File: src/rtl/ext_bus_master_pkg.sv
// Shared constants and state encoding for the external bus master.
// The bench imports this package as well, so command codes stay in one place.
package ext_bus_master_pkg;
  localparam logic [7:0] CMD_READ     = 8'h02;
  localparam logic [7:0] CMD_WRITE    = 8'h03;
  localparam logic [7:0] CMD_ACK      = 8'h83;
  localparam logic [7:0] CMD_READ_ACK = 8'h82;
  localparam int         ADDR_BYTES   = 4;
  localparam int         DATA_BYTES   = 8;

  typedef enum logic [2:0] {
    S_IDLE      = 3'd0,
    S_TX_CMD    = 3'd1,
    S_TX_ADDR   = 3'd2,
    S_TX_SEL    = 3'd3,
    S_TX_DATA   = 3'd4,
    S_WAIT_RESP = 3'd5,
    S_RX_DATA   = 3'd6,
    S_DONE      = 3'd7
  } state_e;
endpackage

File: src/rtl/ext_bus_master_if.sv
// Requester handshake and external bus pins of the bus master.
// The master modport is the controller's view; slave is the requesters/device view.
interface ext_bus_master_if #(parameter int NUM_REQ = 2);
  logic [NUM_REQ-1:0]    req_valid;
  logic [NUM_REQ-1:0]    req_we;
  logic [32*NUM_REQ-1:0] req_addr;
  logic [8*NUM_REQ-1:0]  req_sel;
  logic [64*NUM_REQ-1:0] req_wdata;
  logic [NUM_REQ-1:0]    req_ready;
  logic [NUM_REQ-1:0]    resp_valid;
  logic                  resp_err;
  logic [63:0]           resp_rdata;
  logic [7:0]            ext_bus_out;
  logic                  ext_bus_pty_out;
  logic [7:0]            ext_bus_in;
  logic                  ext_bus_pty_in;
  logic                  parity_err;

  modport master (
    input  req_valid, req_we, req_addr, req_sel, req_wdata, ext_bus_in, ext_bus_pty_in,
    output req_ready, resp_valid, resp_err, resp_rdata, ext_bus_out, ext_bus_pty_out, parity_err
  );

  modport slave (
    output req_valid, req_we, req_addr, req_sel, req_wdata, ext_bus_in, ext_bus_pty_in,
    input  req_ready, resp_valid, resp_err, resp_rdata, ext_bus_out, ext_bus_pty_out, parity_err
  );
endinterface

File: src/rtl/ext_bus_rr_arbiter.sv
// Round-robin arbiter: one-hot grant searched upward from the pointer.
// The pointer only moves past the owner once that owner's transaction completes.
module ext_bus_rr_arbiter #(
  parameter int NUM_REQ = 2,
  localparam int IW = (NUM_REQ > 1) ? $clog2(NUM_REQ) : 1
) (
  input  logic               clk,
  input  logic               rst,
  input  logic [NUM_REQ-1:0] req,
  input  logic               take,
  input  logic               advance,
  output logic [NUM_REQ-1:0] gnt,
  output logic [IW-1:0]      gnt_idx
);
  logic [IW-1:0] ptr_q, ptr_d;
  logic [IW-1:0] owner_q, owner_d;

  // Walk offsets from farthest to nearest so the nearest pending request wins.
  always_comb begin
    gnt     = '0;
    gnt_idx = '0;
    for (int i = NUM_REQ - 1; i >= 0; i--) begin
      if (req[IW'((int'(ptr_q) + i) % NUM_REQ)]) begin
        gnt = '0;
        gnt[IW'((int'(ptr_q) + i) % NUM_REQ)] = 1'b1;
        gnt_idx = IW'((int'(ptr_q) + i) % NUM_REQ);
      end
    end
  end

  always_comb begin
    owner_d = (take && (gnt != '0)) ? gnt_idx : owner_q;
    ptr_d   = ptr_q;
    if (advance) ptr_d = (owner_q == IW'(NUM_REQ - 1)) ? '0 : owner_q + 1'b1;
  end

  always_ff @(posedge clk) begin
    if (rst) begin
      ptr_q   <= '0;
      owner_q <= '0;
    end else begin
      ptr_q   <= ptr_d;
      owner_q <= owner_d;
    end
  end
endmodule

File: src/rtl/ext_bus_master.sv
// Host-side master for the 8-bit odd-parity external bus: arbitrates requesters,
// serializes one command at a time and returns ack, read data or error.
//
// state       | meaning
// S_IDLE      | bus idle, arbitrating among pending requesters
// S_TX_CMD    | driving command byte (write/read)
// S_TX_ADDR   | driving 4 address bytes, LSB first
// S_TX_SEL    | driving byte-lane select
// S_TX_DATA   | driving 8 write-data bytes, LSB first (writes only)
// S_WAIT_RESP | bus released, waiting for ack / read-ack / error byte
// S_RX_DATA   | collecting 8 read-data bytes, LSB first
// S_DONE      | response pulse to the owning requester
module ext_bus_master
  import ext_bus_master_pkg::*;
#(
  parameter int NUM_REQ        = 2,
  parameter int TIMEOUT_CYCLES = 1024
) (
  input logic               clk,
  input logic               rst,
  ext_bus_master_if.master  bus
);
  localparam int IW = (NUM_REQ > 1) ? $clog2(NUM_REQ) : 1;
  localparam int TW = (TIMEOUT_CYCLES > 1) ? $clog2(TIMEOUT_CYCLES) : 1;

  state_e              state_q, state_d;
  logic [3:0]          cnt_q, cnt_d;
  logic [TW-1:0]       tmo_q, tmo_d;
  logic                we_q, we_d;
  logic [7:0]          sel_q, sel_d;
  logic [95:0]         tx_sh_q, tx_sh_d;
  logic [63:0]         rx_sh_q, rx_sh_d;
  logic [NUM_REQ-1:0]  owner_q, owner_d;
  logic [7:0]          out_q, out_d;
  logic [NUM_REQ-1:0]  req_ready_q, req_ready_d;
  logic [NUM_REQ-1:0]  resp_valid_q, resp_valid_d;
  logic                resp_err_q, resp_err_d;
  logic [63:0]         resp_rdata_q, resp_rdata_d;
  logic                parity_err_q, parity_err_d;

  logic [NUM_REQ-1:0]  arb_gnt;
  logic [IW-1:0]       arb_idx;
  logic                pty_bad;
  logic                fin, fin_err;

  assign pty_bad = (bus.ext_bus_pty_in != ~^bus.ext_bus_in);

  ext_bus_rr_arbiter #(.NUM_REQ(NUM_REQ)) u_arb (
    .clk     (clk),
    .rst     (rst),
    .req     (bus.req_valid),
    .take    (state_q == S_IDLE),
    .advance (state_q == S_DONE),
    .gnt     (arb_gnt),
    .gnt_idx (arb_idx)
  );

  // tx_sh holds {wdata, addr}; the address drains first, sel is sent from its own
  // register, then the same shifter continues straight into the write data.
  always_comb begin
    state_d      = state_q;
    cnt_d        = cnt_q;
    tmo_d        = tmo_q;
    we_d         = we_q;
    sel_d        = sel_q;
    tx_sh_d      = tx_sh_q;
    rx_sh_d      = rx_sh_q;
    owner_d      = owner_q;
    out_d        = 8'h00;
    req_ready_d  = '0;
    resp_valid_d = '0;
    resp_err_d   = 1'b0;
    resp_rdata_d = '0;
    parity_err_d = parity_err_q | pty_bad;
    fin          = 1'b0;
    fin_err      = 1'b0;
    case (state_q)
      S_IDLE: begin
        if (arb_gnt != '0) begin
          req_ready_d = arb_gnt;
          owner_d     = arb_gnt;
          we_d        = bus.req_we[arb_idx];
          sel_d       = bus.req_sel[8*arb_idx +: 8];
          tx_sh_d     = {bus.req_wdata[64*arb_idx +: 64], bus.req_addr[32*arb_idx +: 32]};
          out_d       = bus.req_we[arb_idx] ? CMD_WRITE : CMD_READ;
          state_d     = S_TX_CMD;
        end
      end
      S_TX_CMD: begin
        out_d   = tx_sh_q[7:0];
        tx_sh_d = tx_sh_q >> 8;
        cnt_d   = '0;
        state_d = S_TX_ADDR;
      end
      S_TX_ADDR: begin
        if (cnt_q == 4'(ADDR_BYTES - 1)) begin
          out_d   = sel_q;
          state_d = S_TX_SEL;
        end else begin
          out_d   = tx_sh_q[7:0];
          tx_sh_d = tx_sh_q >> 8;
          cnt_d   = cnt_q + 4'd1;
        end
      end
      S_TX_SEL: begin
        cnt_d = '0;
        if (we_q) begin
          out_d   = tx_sh_q[7:0];
          tx_sh_d = tx_sh_q >> 8;
          state_d = S_TX_DATA;
        end else begin
          tmo_d   = TW'(TIMEOUT_CYCLES - 1);
          state_d = S_WAIT_RESP;
        end
      end
      S_TX_DATA: begin
        if (cnt_q == 4'(DATA_BYTES - 1)) begin
          tmo_d   = TW'(TIMEOUT_CYCLES - 1);
          state_d = S_WAIT_RESP;
        end else begin
          out_d   = tx_sh_q[7:0];
          tx_sh_d = tx_sh_q >> 8;
          cnt_d   = cnt_q + 4'd1;
        end
      end
      S_WAIT_RESP: begin
        if (pty_bad || tmo_q == '0) begin
          fin     = 1'b1;
          fin_err = 1'b1;
        end else if (bus.ext_bus_in == 8'h00) begin
          tmo_d = tmo_q - 1'b1;
        end else if (we_q && bus.ext_bus_in == CMD_ACK) begin
          fin = 1'b1;
        end else if (!we_q && bus.ext_bus_in == CMD_READ_ACK) begin
          cnt_d   = '0;
          tmo_d   = tmo_q - 1'b1;
          state_d = S_RX_DATA;
        end else begin
          fin     = 1'b1;
          fin_err = 1'b1;
        end
      end
      S_RX_DATA: begin
        if (pty_bad || tmo_q == '0) begin
          fin     = 1'b1;
          fin_err = 1'b1;
        end else begin
          rx_sh_d = {bus.ext_bus_in, rx_sh_q[63:8]};
          if (cnt_q == 4'(DATA_BYTES - 1)) begin
            fin = 1'b1;
          end else begin
            cnt_d = cnt_q + 4'd1;
            tmo_d = tmo_q - 1'b1;
          end
        end
      end
      S_DONE:  state_d = S_IDLE;
      default: state_d = S_IDLE;
    endcase
    if (fin) begin
      state_d      = S_DONE;
      resp_valid_d = owner_q;
      resp_err_d   = fin_err;
      resp_rdata_d = (fin_err || we_q) ? 64'h0 : rx_sh_d;
    end
  end

  always_ff @(posedge clk) begin
    if (rst) begin
      state_q      <= S_IDLE;
      cnt_q        <= '0;
      tmo_q        <= '0;
      we_q         <= 1'b0;
      sel_q        <= '0;
      tx_sh_q      <= '0;
      rx_sh_q      <= '0;
      owner_q      <= '0;
      out_q        <= '0;
      req_ready_q  <= '0;
      resp_valid_q <= '0;
      resp_err_q   <= 1'b0;
      resp_rdata_q <= '0;
      parity_err_q <= 1'b0;
    end else begin
      state_q      <= state_d;
      cnt_q        <= cnt_d;
      tmo_q        <= tmo_d;
      we_q         <= we_d;
      sel_q        <= sel_d;
      tx_sh_q      <= tx_sh_d;
      rx_sh_q      <= rx_sh_d;
      owner_q      <= owner_d;
      out_q        <= out_d;
      req_ready_q  <= req_ready_d;
      resp_valid_q <= resp_valid_d;
      resp_err_q   <= resp_err_d;
      resp_rdata_q <= resp_rdata_d;
      parity_err_q <= parity_err_d;
    end
  end

  assign bus.ext_bus_out     = out_q;
  assign bus.ext_bus_pty_out = ~^out_q;
  assign bus.req_ready       = req_ready_q;
  assign bus.resp_valid      = resp_valid_q;
  assign bus.resp_err        = resp_err_q;
  assign bus.resp_rdata      = resp_rdata_q;
  assign bus.parity_err      = parity_err_q;
endmodule

File: src/flat_wrapper.sv
// flat-port wrapper written by rule: the top's interface ports become plain ports
module ext_bus_master_flat import ext_bus_master_pkg::*;
#(
  parameter int NUM_REQ        = 2,
  parameter int TIMEOUT_CYCLES = 1024
)
  (clk, rst, bus_req_valid, bus_req_we, bus_req_addr, bus_req_sel, bus_req_wdata, bus_ext_bus_in, bus_ext_bus_pty_in, bus_req_ready, bus_resp_valid, bus_resp_err, bus_resp_rdata, bus_ext_bus_out, bus_ext_bus_pty_out, bus_parity_err);
  ext_bus_master_if #(.NUM_REQ(NUM_REQ)) bus_i ();
  input logic clk;
  input logic rst;
  input wire logic [$bits(bus_i.req_valid)-1:0] bus_req_valid;
  input wire logic [$bits(bus_i.req_we)-1:0] bus_req_we;
  input wire logic [$bits(bus_i.req_addr)-1:0] bus_req_addr;
  input wire logic [$bits(bus_i.req_sel)-1:0] bus_req_sel;
  input wire logic [$bits(bus_i.req_wdata)-1:0] bus_req_wdata;
  input wire logic [$bits(bus_i.ext_bus_in)-1:0] bus_ext_bus_in;
  input wire logic [$bits(bus_i.ext_bus_pty_in)-1:0] bus_ext_bus_pty_in;
  output wire logic [$bits(bus_i.req_ready)-1:0] bus_req_ready;
  output wire logic [$bits(bus_i.resp_valid)-1:0] bus_resp_valid;
  output wire logic [$bits(bus_i.resp_err)-1:0] bus_resp_err;
  output wire logic [$bits(bus_i.resp_rdata)-1:0] bus_resp_rdata;
  output wire logic [$bits(bus_i.ext_bus_out)-1:0] bus_ext_bus_out;
  output wire logic [$bits(bus_i.ext_bus_pty_out)-1:0] bus_ext_bus_pty_out;
  output wire logic [$bits(bus_i.parity_err)-1:0] bus_parity_err;
  assign bus_i.req_valid = bus_req_valid;
  assign bus_i.req_we = bus_req_we;
  assign bus_i.req_addr = bus_req_addr;
  assign bus_i.req_sel = bus_req_sel;
  assign bus_i.req_wdata = bus_req_wdata;
  assign bus_i.ext_bus_in = bus_ext_bus_in;
  assign bus_i.ext_bus_pty_in = bus_ext_bus_pty_in;
  assign bus_req_ready = bus_i.req_ready;
  assign bus_resp_valid = bus_i.resp_valid;
  assign bus_resp_err = bus_i.resp_err;
  assign bus_resp_rdata = bus_i.resp_rdata;
  assign bus_ext_bus_out = bus_i.ext_bus_out;
  assign bus_ext_bus_pty_out = bus_i.ext_bus_pty_out;
  assign bus_parity_err = bus_i.parity_err;
  ext_bus_master #(.NUM_REQ(NUM_REQ), .TIMEOUT_CYCLES(TIMEOUT_CYCLES)) u_core (.clk(clk), .rst(rst), .bus(bus_i));
endmodule
File: config.mk
export PLATFORM = sky130hd
export DESIGN_NAME = ext_bus_master_flat
export DESIGN_NICKNAME = d
export VERILOG_FILES = /design/src/rtl/ext_bus_master_pkg.sv /design/src/rtl/ext_bus_master_if.sv /design/src/rtl/ext_bus_rr_arbiter.sv /design/src/rtl/ext_bus_master.sv /design/src/flat_wrapper.sv
export SDC_FILE = /design/constraint.sdc
export NUM_CORES = 1
export LEC_CHECK = 0
export CAP_MARGIN = 25
export CORE_MARGIN = 2
export CORE_UTILIZATION = 49
export DETAILED_ROUTE_END_ITERATION = 8
export PLACE_DENSITY = 0.81
export SKIP_CTS_REPAIR_TIMING = 1
export SYNTH_ARGS = -nofsm -noshare
export SYNTH_HDL_FRONTEND = slang
export SYNTH_SLANG_ARGS = --single-unit
File: constraint.sdc
create_clock -name clk -period 3.55 [get_ports clk]
set_input_delay 0.8875 -clock clk [delete_from_list [all_inputs] [get_ports clk]]
set_output_delay 0.8875 -clock clk [all_outputs]
set_load 0.02 [all_outputs]
Word level (Yosys, flattened, before mapping). Index checks and enable logic that the tools add are counted.

Bits in registers: 268. Input bits: 223. Output and inout bits: 79. Word-level logic and storage cells: 159.

Add/subtract/negate cells: 4. $lt $le $gt $ge: 5. Equality and inequality tests: 33. Shift operators: 3. Multiplexer cells: 67. Bitwise logic cells: 4. Reduce and logical (&&, ||, !) cells: 27.

Operators by type and width (count): $pmux 96 s5 (1); $mux 96 (4); $mux 64 (2); $shiftx 128x8->64 (1); $mux 10 (8); $shiftx 64x7->32 (1); $pmux 10 s4 (1); $pmux 8 s5 (1); $mux 8 (4); $mux 4 (7); $mux 3 (8); $mux 1 (23); $pmux 3 s7 (1); $pmux 4 s5 (1); $eq 8x8->1 const B (2); $ne 2x2->1 const B (8); $reduce_and 8->1 (2); $reduce_xnor 8->1 (2); $shiftx 16x5->8 (1); $ne 3x1->1 const B (5); $eq 3x3->1 const B (4); $ne 3x2->1 const B (4); $logic_not 10->1 (1); $reduce_bool 5->1 (2); other kinds (30) (49).

Depth between registers and ports, before layout. Gate-level depths: netlist (run 1).

Depth in word-level cells: 11. Gate-level depth with buffers: 9. Gate-level depth less buffers: 8.

Hierarchy. Synthesis (run 1) repeated with hierarchy kept, for this count alone.

Cell total of the unflattened synthesis: 1284. Area total of the unflattened synthesis: 11682.5 um^2.

By module, submodules not included: ext_bus_master (times used 1, cells an instance 1274, area an instance 11584.9 um^2, seq. area each 5325.1 um^2); ext_bus_rr_arbiter (times used 1, cells an instance 10, area an instance 97.6 um^2, seq. area each 40.0 um^2).

Worst setup path after synthesis (run 1). No wires, ideal clock.

Kind: in2reg. From: in bus_ext_bus_in[0]. To: reg u_core.rx_sh_q[57]. Library setup time: 128 ps. Arrival: 2652 ps. Data required time: 3422 ps. Slack: 770 ps. Stages: 9. Path buffers: 1. Cell sequence: inv_1 -> ha_1 -> xnor3_2 -> xnor2_2 -> nand2_2 -> nor2_8 -> buf_8 -> mux2i_1 -> nor2_1.

Longest elaborated chain between the ends: 5.

RTL lines: start: declaration (RTL line flat_wrapper.sv:16) `input wire logic [$bits(bus_i.ext_bus_in)-1:0] bus_ext_bus_in;`; $reduce_xnor 8->1 (RTL line ext_bus_master.sv:46) `assign pty_bad = (bus.ext_bus_pty_in != ~^bus.ext_bus_in);`; $ne 1x1->1 (RTL line ext_bus_master.sv:46); $logic_or 1x1->1 (RTL line ext_bus_master.sv:144) `if (pty_bad || tmo_q == '0) begin`; $mux 64 (RTL line ext_bus_master.sv:144); $mux 64 (RTL line ext_bus_master.sv:77) `case (state_q)`; end signal: assignment (RTL line ext_bus_master.sv:191) `rx_sh_q <= rx_sh_d;`; end: declaration (RTL line ext_bus_master.sv:32) `logic [63:0] rx_sh_q, rx_sh_d;`.

No other way between the ends. A chain may end at the register's enable or synchronous reset.

Worst setup path in the final report (run 1).
From: in bus_ext_bus_in[0]. To: reg u_core.rx_sh_q[42].

Same word-level chain as after synthesis.

==> flow_summary.json, run 1 <==
{
  "status": "finished, final reports clean",
  "setup_viol_count_final": 0,
  "synthCells": 1358,
  "yosysTopAreaCellShare_pct": 47.04,
  "use_met3_pct": 5.056,
  "layout.nets": 1828,
  "core_area_um2": 22640,
  "ios": 302,
  "start_util_pct": 49.81,
  "die-height_um": 155.7,
  "synth_adder_area_share_pct": 0.9986,
  "final_cell_mix": "nor2_1, clkdlybuf4s50_1, dfxtp_1, nand2_1, a21oi_1",
  "ys.flop_type": "dfxtp_1",
  "min_from": "u_core.owner_q[0]",
  "grt_overflow": 0,
  "via_per_inst": 5.524,
  "cts_tree": "built",
  "grt_max_degree": 110,
  "synth_simple_gate_area_share_pct": 23.24,
  "cts_buffers": 27,
  "async_reset_ff_share_pct": 0,
  "dp_cells": 1852,
  "grt_util_all_layers_pct": 25.23,
  "crit_arrival_ps": 3480,
  "row_count": 55,
  "synth_area_leaders": "dfxtp_1, nor2_1, a311oi_1, mux2i_1, a21oi_1",
  "grt_pass1_wl_um": 49850,
  "cp_max_fo": 25,
  "syn_area_per_cell_um2": 8.304,
  "io_buffers": 290,
  "drtPass1Iterations": 5,
  "synth-edff-count": 0,
  "critical_path_buf_inv_count": 3,
  "vias": 10510,
  "seq_area_frac_synth_pct": 47.04,
  "crit_type": "input port to register",
  "cp.required_ps": 3950,
  "netlist_area_um2": 11280,
  "finalCriticalPeriod_ps": 3084,
  "startpoint_type": "input port",
  "cpPeakStageDelay_ps": 560,
  "relSlewSlack_pct": 35.48,
  "worst_pin_slew_ps": 967.8,
  "place_ws_ps": -39.16,
  "antenna_found_initial": 3,
  "fin_crit_sh_pct": 86.88,
  "area_growth_pct": 36.23,
  "ir_drop_mv": 0.3791,
  "wirelength_um": 32010,
  "synth.distinct_cells": 63,
  "clk_pin_slew_worst_paths_ps": 60,
  "die-area_um2": 24240,
  "setup_ws_ps": 465.8,
  "place_hpwl_um": 22260,
  "cp_top_family": "buffers and inverters",
  "power_density_nw_per_um2": 608.2,
  "fmax_ghz": 0.3242,
  "critical_path.cell_chain": "clkdlybuf4s50_1 -> inv_1 -> ha_1 -> xnor3_2 -> xnor2_2 -> nand2_2 -> nor2_8 -> buf_12 -> mux2i_1 -> nor2_1",
  "cp-startpoint": "bus_ext_bus_in[0]",
  "antenna_left": 0,
  "clk_path_buf_depth": 3,
  "wl_per_cell_um": 16.82,
  "crit_path_end_kind": "register",
  "yosys_warnings": 0,
  "placed_cell_area_um2": 14360,
  "die_w_um": 155.7,
  "hp-class": "register to register",
  "p_leak_nw": 5.828,
  "grt_pass1_vias": 9857,
  "drc": 0,
  "final_util_pct": 67.85,
  "grtUsageMet2_pct": 44.23,
  "clock-sinks": 265,
  "instances_no_fill": 1903,
  "rsz0062_at_grt": "no",
  "drv_cap": 0,
  "drive_gt1_share_pct": 6.494,
  "gr-usage-met1_pct": 30.29,
  "synth_top_family_by_area": "simple AND/OR/NAND/NOR gates",
  "busiest_layer": "met2",
  "synth_compound_area_share_pct": 15.31,
  "synthXorXnorAreaFrac_pct": 1.520,
  "hold_viol": 0,
  "drt_iter0_markers": 683,
  "drv_slew": 0,
  "clock_tree.root_cell": "clkbuf_16",
  "cts_max_level": 1,
  "worstReg2RegStart": "u_core.state_q[1]",
  "synth_mux_area_share_pct": 6.568,
  "clk_latency_ps": 540,
  "finalInstanceArea_um2": 15360,
  "synth_area_leader_cell": "dfxtp_1",
  "clock_skew_ps": 9.593,
  "synth-seq-cells": 265,
  "critPathSlowestCell": "clkdlybuf4s50_1",
  "gp_congestion": 0.8885,
  "final_common_cell": "nor2_1"
}
per-stage QoR:
stage	total power (W)	hold slack, ps	TNS [ps]
after floorplan	0.005386	416.0	0
after global placement	0.006124	426.4	0
after detailed placement	0.006199	438.3	-183.0
after CTS	0.009355	445.0	0
after global routing	0.009830	478.2	0
final	0.009344	449.8	0
power breakdown:
part | leakage (nW) | switching, W | total (W) | internal, W
logic | 3.18 | 0.00147 | 0.00255 | 0.00108
registers | 2.16 | 0.000269 | 0.00363 | 0.00337
clock network | 0.486 | 0.00120 | 0.00316 | 0.00195
synthesized netlist by cell type (all sizes together), types with 4 or more instances:
library cell and instances:
buf 46, nand3 97, o21ai 12, ha 9, nor3 19, a311oi 93
a21oi 117, nand2 120, mux2i 74, and3 4, dfxtp 265, nand2b 6
xnor2 11, xor2 5, a211oi 4, inv 15, nor2b 4, a21boi 4
a22oi 7, clkbuf 67, nor2 345
cell type report:
class,instances,area (um^2)
clock buffer,31,710.7
clock inverter,19,292.8
sequential,265,5306
timing repair buffer,321,3219
tap,285,356.6
multi-input combinational,966,5418
inverter,15,56.30
antenna,1,2.502
fill,1763,7278
registers in the layout (all words and copies together) (netlist names), 3 cells and up:
signal / cells
u_core.state_q: 3
u_core.bus.ext_bus_out: 8
u_core.bus.resp_rdata: 64
u_core.rx_sh_q: 64
u_core.tmo_q: 10
u_core.tx_sh_q: 96
u_core.sel_q: 8
u_core.cnt_q: 4
per-layer routing:
metal	vias up	share of wire, %
li1	5168	-
met1	4862	40
met2	411	49
met3	67	7.2
met4	4	3.6
met5	-	0.078
cells by family (layout without fill, tap and decap cells):
family,after synthesis,after routing
adders and majority gates,9,9
buffers and inverters,128,386
xor gates and xnor gates,17,17
muxes,74,74
AOI/OAI and AO/OA,253,253
DFF,265,265
and+or+nand+nor,611,611
other,1,3
worst paths after layout:
| check | cells after the start | slack (ps) | endpoint |
|---|---|---|---|
| worst min register to register | 2 | 450 | u_core.bus.resp_valid[0] |
| worst min-delay path | 2 | 450 | u_core.bus.resp_valid[0] |
| worst max-delay path | 10 | 470 | u_core.rx_sh_q[42] |
| worst max register to register | 7 | 980 | u_core.tx_sh_q[42] |
worst min-delay path: stages (launching register included):
cell	delay, ps
dfxtp_1	290
inv_1	70
nor2_1	50
Note: power is estimated with default switching activity, not from simulation.
==> run 2: changes to the inputs <==
--- a/config.mk
+++ b/config.mk
@@ -6,7 +6,6 @@
 export NUM_CORES = 1
 export LEC_CHECK = 0
 export CAP_MARGIN = 25
-export CORE_MARGIN = 2
 export CORE_UTILIZATION = 49
 export DETAILED_ROUTE_END_ITERATION = 8
 export PLACE_DENSITY = 0.81
==> run 2 against run 1 <==
Against the previous run:
- utilization down 0.23 points
- clock skew up 17 ps
- cell area down 0.64%
==> flow_summary.json, run 2 (same netlist as run 1, synthesis figures left out) <==
{
  "cts_max_level": 1,
  "cts_tree": "built",
  "worstReg2RegStart": "u_core.state_q[1]",
  "clk_path_buf_depth": 3,
  "drc": 0,
  "worst_r2r_path_depth": 7,
  "critical_path_buf_inv_count": 3,
  "clock_tree.root_cell": "clkbuf_16",
  "cp_max_fo": 27,
  "row_count": 55,
  "drv_slew": 0,
  "grt_pass1_vias": 9893,
  "cp_num_cells": 10,
  "regMostFlops": "u_core.tx_sh_q",
  "final_common_cell": "nor2_1",
  "relSlewSlack_pct": 32.78,
  "crit_arrival_ps": 3590,
  "startpoint_type": "input port",
  "vias": 10640,
  "layout.nets": 1824,
  "final_cell_mix": "nor2_1, clkdlybuf4s50_1, dfxtp_1, nand2_1, a21oi_1",
  "drt_iter0_markers": 685,
  "crit_type": "input port to register",
  "p_leak_nw": 5.774,
  "clk_latency_ps": 540,
  "die_w_um": 153.7,
  "gp_congestion": 0.8700,
  "status": "finished, final reports clean",
  "worst_pin_slew_ps": 1008,
  "antenna_found_initial": 3,
  "grt_pass1_wl_um": 49470,
  "drive_gt1_share_pct": 5.963,
  "area_growth_pct": 35.35,
  "clock_skew_ps": 27.08,
  "hold_viol": 0,
  "fmax_ghz": 0.3135,
  "cp_top_family": "buffers and inverters",
  "cts_buffers": 26,
  "cp-startpoint": "bus_ext_bus_in[0]",
  "whs_ps": 437.9,
  "die-height_um": 153.7,
  "start_util_pct": 49.96,
  "via_per_inst": 5.610,
  "hp-class": "register to register",
  "wl_per_cell_um": 16.51,
  "cp.required_ps": 3950,
  "place_hpwl_um": 21570,
  "clock-sinks": 265,
  "antenna_left": 0,
  "min_from": "u_core.owner_q[0]",
  "setup_viol_count_final": 0,
  "io_buffers": 290,
  "clk_pin_slew_worst_paths_ps": 60,
  "tns_ps": 0,
  "grt_overflow": 0,
  "power_density_nw_per_um2": 589.2,
  "grt_util_all_layers_pct": 25.66,
  "largest_reg_flops": 96,
  "drtPass1Iterations": 5,
  "crit_path_end_kind": "register",
  "die-area_um2": 23630,
  "cpPeakStageDelay_ps": 570,
  "fin_crit_sh_pct": 89.84,
  "critical_path.cell_chain": "clkdlybuf4s50_1 -> inv_1 -> ha_1 -> xnor3_2 -> xnor2_2 -> nand2_2 -> nor2_8 -> buf_12 -> mux2i_1 -> nor2_1",
  "ir_drop_mv": 0.3617,
  "core_area_um2": 22570,
  "ios": 302,
  "hold_depth": 2,
  "finalCriticalPeriod_ps": 3189,
  "drv_cap": 0,
  "grt_max_degree": 105,
  "critPathSlowestCell": "clkdlybuf4s50_1",
  "wirelength_um": 31320,
  "rsz0062_at_grt": "no"
}
-- run 2: cell count changes in the layout (fill, tap and decap cells not counted), sizes merged --
cell / previous run / this run
buf: 33 / 30
bufinv: 7 / 3
clkbuf: 31 / 36
clkinv: 7 / 5
clkinvlp: 3 / 2
diode: 1 / 2
inv: 17 / 15
-- run 2: where the power goes --
| part | internal, W | total (W) | switching, W |
|---|---|---|---|
| registers | 0.00337 | 0.00363 | 0.000269 |
| logic | 0.00108 | 0.00252 | 0.00144 |
| clock network | 0.00169 | 0.00284 | 0.00115 |
| total | 0.00614 | 0.00899 | 0.00285 |
-- run 2: final cells by class --
type,count,area (um^2)
diodes,2,5.005
clock buffers,36,748.2
clock inverters,10,141.4
fillers,1794,7308
inverters,15,56.30
multi-input cells,966,5418
flip-flops and latches,265,5309
well taps,285,356.6
repair buffers,318,3229
-- run 2: worst register-to-register path, cell delays in order (launching register included) --
cell and delay (ps):
dfxtp_1 780, nor2b_1 310, a221oi_1 160, a21boi_4 470, buf_4 390, a311oi_1 120
a21oi_1 140, nor2_1 50
-- run 2: through the flow --
stage / instance area [um^2] / power (W) / worst slack, ps / utilization, % / std cells
finish: 15260 / 0.008993 / 360.7 / 67.62 / 1897
global route: 15260 / 0.009469 / 268.6 / 67.61 / 1896
CTS: 15230 / 0.009003 / 418.9 / 67.48 / 1894
detailed placement: 14340 / 0.006175 / -69.65 / 63.54 / 1848
global placement: 14340 / 0.006101 / 15.52 / 63.54 / 1848
floorplan: 11280 / 0.005386 / 770.4 / - / 1359
-- run 2: worst paths after layout --
check | slack, ps | end
setup / recovery | 360 | u_core.rx_sh_q[31]
hold / removal | 440 | u_core.bus.resp_valid[0]
setup reg to reg | 990 | u_core.tx_sh_q[20]
hold reg to reg | 440 | u_core.bus.resp_valid[0]
-- run 2: per-layer routing --
| layer | GRT usage, % | share of wire, % |
|---|---|---|
| met2 | 44.55 | 49 |
| met1 | 30.61 | 40 |
| met3 | 5.101 | 6.6 |
| met5 | 0 | 0.042 |
| met4 | 11.52 | 4.1 |
==> run 3: changes to the inputs <==
--- a/config.mk
+++ b/config.mk
@@ -8,8 +8,9 @@
 export CAP_MARGIN = 25
 export CORE_UTILIZATION = 49
 export DETAILED_ROUTE_END_ITERATION = 8
-export PLACE_DENSITY = 0.81
+export PLACE_DENSITY = 0.8
 export SKIP_CTS_REPAIR_TIMING = 1
 export SYNTH_ARGS = -nofsm -noshare
 export SYNTH_HDL_FRONTEND = slang
+export SYNTH_HIERARCHICAL = 1
 export SYNTH_SLANG_ARGS = --single-unit
==> run 3 against run 2 <==
Against the previous run:
- via count shrank 5.1%
- first-iteration DRC count decreased by 6.3%
- wire length decreased by 5.9%
- clock skew fell by 15 ps
- sequential share of layout area decreased by 1.1 points
- die area increased by 3.5%
- clock power fell by 1%
- register-to-register slack worse by 20 ps
- highest routed layer is now met4
- fmax grew 1.5%
- largest cell class unchanged
- count of clock-buffer cells in the layout up 3
- non-clock buffer count is 24 higher
==> flow_summary.json, run 3 <==
{
  "synth-edff-count": 0,
  "synthCells": 1284,
  "clk_path_buf_depth": 3,
  "grt_overflow": 0,
  "tns_ps": 0,
  "drive_gt1_share_pct": 8.969,
  "synth-seq-cells": 268,
  "die_w_um": 156.4,
  "yosysTopAreaCellShare_pct": 45.92,
  "clock_tree.root_cell": "clkbuf_16",
  "core_area_um2": 23400,
  "setup_viol_count_final": 0,
  "drv_slew": 0,
  "cp.required_ps": 3960,
  "startpoint_type": "input port",
  "clock_skew_ps": 12.20,
  "crit_arrival_ps": 3550,
  "final_common_cell": "clkdlybuf4s50_1",
  "place_hpwl_um": 21240,
  "gp_congestion": 0.8253,
  "ir_drop_mv": 0.4702,
  "p_total_w": 0.01094,
  "ios": 302,
  "synth.distinct_cells": 64,
  "regArea_um2": 5365,
  "synth_area_leaders": "dfxtp_1, mux2i_1, nand2_1, nor2_1, a21oi_1",
  "synth_nets": 1517,
  "cts_buffers": 27,
  "crit_path_end_kind": "register",
  "antenna_found_initial": 1,
  "drtPass1Iterations": 5,
  "row_count": 56,
  "vias": 10100,
  "drt_iter0_markers": 642,
  "wirelength_um": 29470,
  "grt_pass1_vias": 9439,
  "worst_pin_slew_ps": 724.5,
  "rsz0062_at_grt": "no",
  "drc": 0,
  "ys.flop_type": "dfxtp_1",
  "drv_cap": 0,
  "multi_input_area_um2": 5739,
  "area_growth_pct": 36.50,
  "seq_area_frac_synth_pct": 45.92,
  "synthTopCellsByCount": "dfxtp_1, nand2_1, mux2i_1",
  "die-height_um": 156.4,
  "finalCriticalPeriod_ps": 3141,
  "layout.nets": 1784,
  "final_cell_mix": "clkdlybuf4s50_1, dfxtp_1, nand2_1, mux2i_1, nor2_1",
  "clock-sinks": 268,
  "fmax_ghz": 0.3184,
  "hp-class": "register to register",
  "cp_max_fo": 15,
  "clk_pin_slew_worst_paths_ps": 60,
  "synth_area_leader_cell": "dfxtp_1",
  "p_leak_nw": 5.581,
  "hold_viol": 0,
  "largest_reg_flops": 96,
  "grt_pass1_wl_um": 46750,
  "cts_max_level": 1,
  "start_util_pct": 49.92,
  "yosys_warnings": 6,
  "cts_tree": "built",
  "via_per_inst": 5.339,
  "wl_per_cell_um": 15.58,
  "io_buffers": 300,
  "grt_max_degree": 88,
  "crit_type": "input port to register",
  "antenna_left": 0,
  "regMostFlops": "u_core/tx_sh_q",
  "async_reset_ff_share_pct": 0,
  "grt_util_all_layers_pct": 23.52,
  "clk_latency_ps": 530,
  "relSlewSlack_pct": 51.70,
  "fin_crit_sh_pct": 88.48,
  "power_density_nw_per_um2": 685.9,
  "syn_area_per_cell_um2": 9.098,
  "netlist_area_um2": 11680,
  "die-area_um2": 24460,
  "yosysMostFrequentCell": "dfxtp_1",
  "nFillCells": 1882,
  "status": "finished, final reports clean"
}
## run 3: logic make-up after synthesis
group                      Yosys count  synth area share, %
buffers and inverters              121                5.130
other                                1              0.03210
adders and majority gates           10                1.071
muxes                              172                14.84
xor gates and xnor gates            12                1.017
AOI/OAI and AO/OA                  259                15.74
and+or+nand+nor                    441                16.24
DFF                                268                45.92
## run 3: stage by stage
step	worst slack [ps]	area (um^2)	hold slack [ps]	utilization [%]	cells
floorplan	730.0	11680	429.1	-	1284
global placement	-28.44	15060	439.5	64.36	1841
detailed placement	-88.57	15060	447.6	64.36	1841
CTS	429.5	15940	455.5	68.13	1891
global route	324.2	15950	472.0	68.14	1892
finish	409.1	15950	454.0	68.14	1892
## run 3: path summary, 6_finish.rpt
| path | depth (start not counted) | from | slack [ps] | to |
|---|---|---|---|---|
| max | 11 | bus_ext_bus_in[6] | 410 | u_core/bus.resp_rdata[7] |
| max reg2reg | 7 | u_core/state_q[2] | 970 | u_core/tx_sh_q[70] |
| min reg2reg | 2 | u_core/tx_sh_q[29] | 450 | u_core/tx_sh_q[29] |
| min | 2 | u_core/tx_sh_q[29] | 450 | u_core/tx_sh_q[29] |
## run 3: power by group
part           switching [W]  internal, W  total (W)
combinational        0.00222      0.00174    0.00396
clock                0.00116      0.00164    0.00280
sequential          0.000482      0.00369    0.00418
## run 3: area by class of cell
class / instances / area share, %
antenna: 1 / 0.01569
inverter: 17 / 0.4002
clock buffer: 39 / 4.771
multi-input combinational: 895 / 35.99
tap: 319 / 2.503
clock inverter: 11 / 0.7611
sequential: 268 / 33.64
timing repair buffer: 342 / 21.91
## run 3: critical path: stages
cell             delay (ps)
clkdlybuf4s50_1         530
inv_1                   100
ha_1                    320
xnor3_1                 360
xnor2_1                 140
buf_4                   160
nor4_4                  310
buf_12                  190
buf_12                  170
mux2i_1                 280
nor2_1                   90
## run 3: per-layer routing
metal	track usage [%]	share of wire (%)	up-vias
met3	2.714	4.5	35
met2	42.09	51	291
li1	-	-	5037
met5	0	0	-
met4	5.742	1.6	0
met1	30.01	43	4739
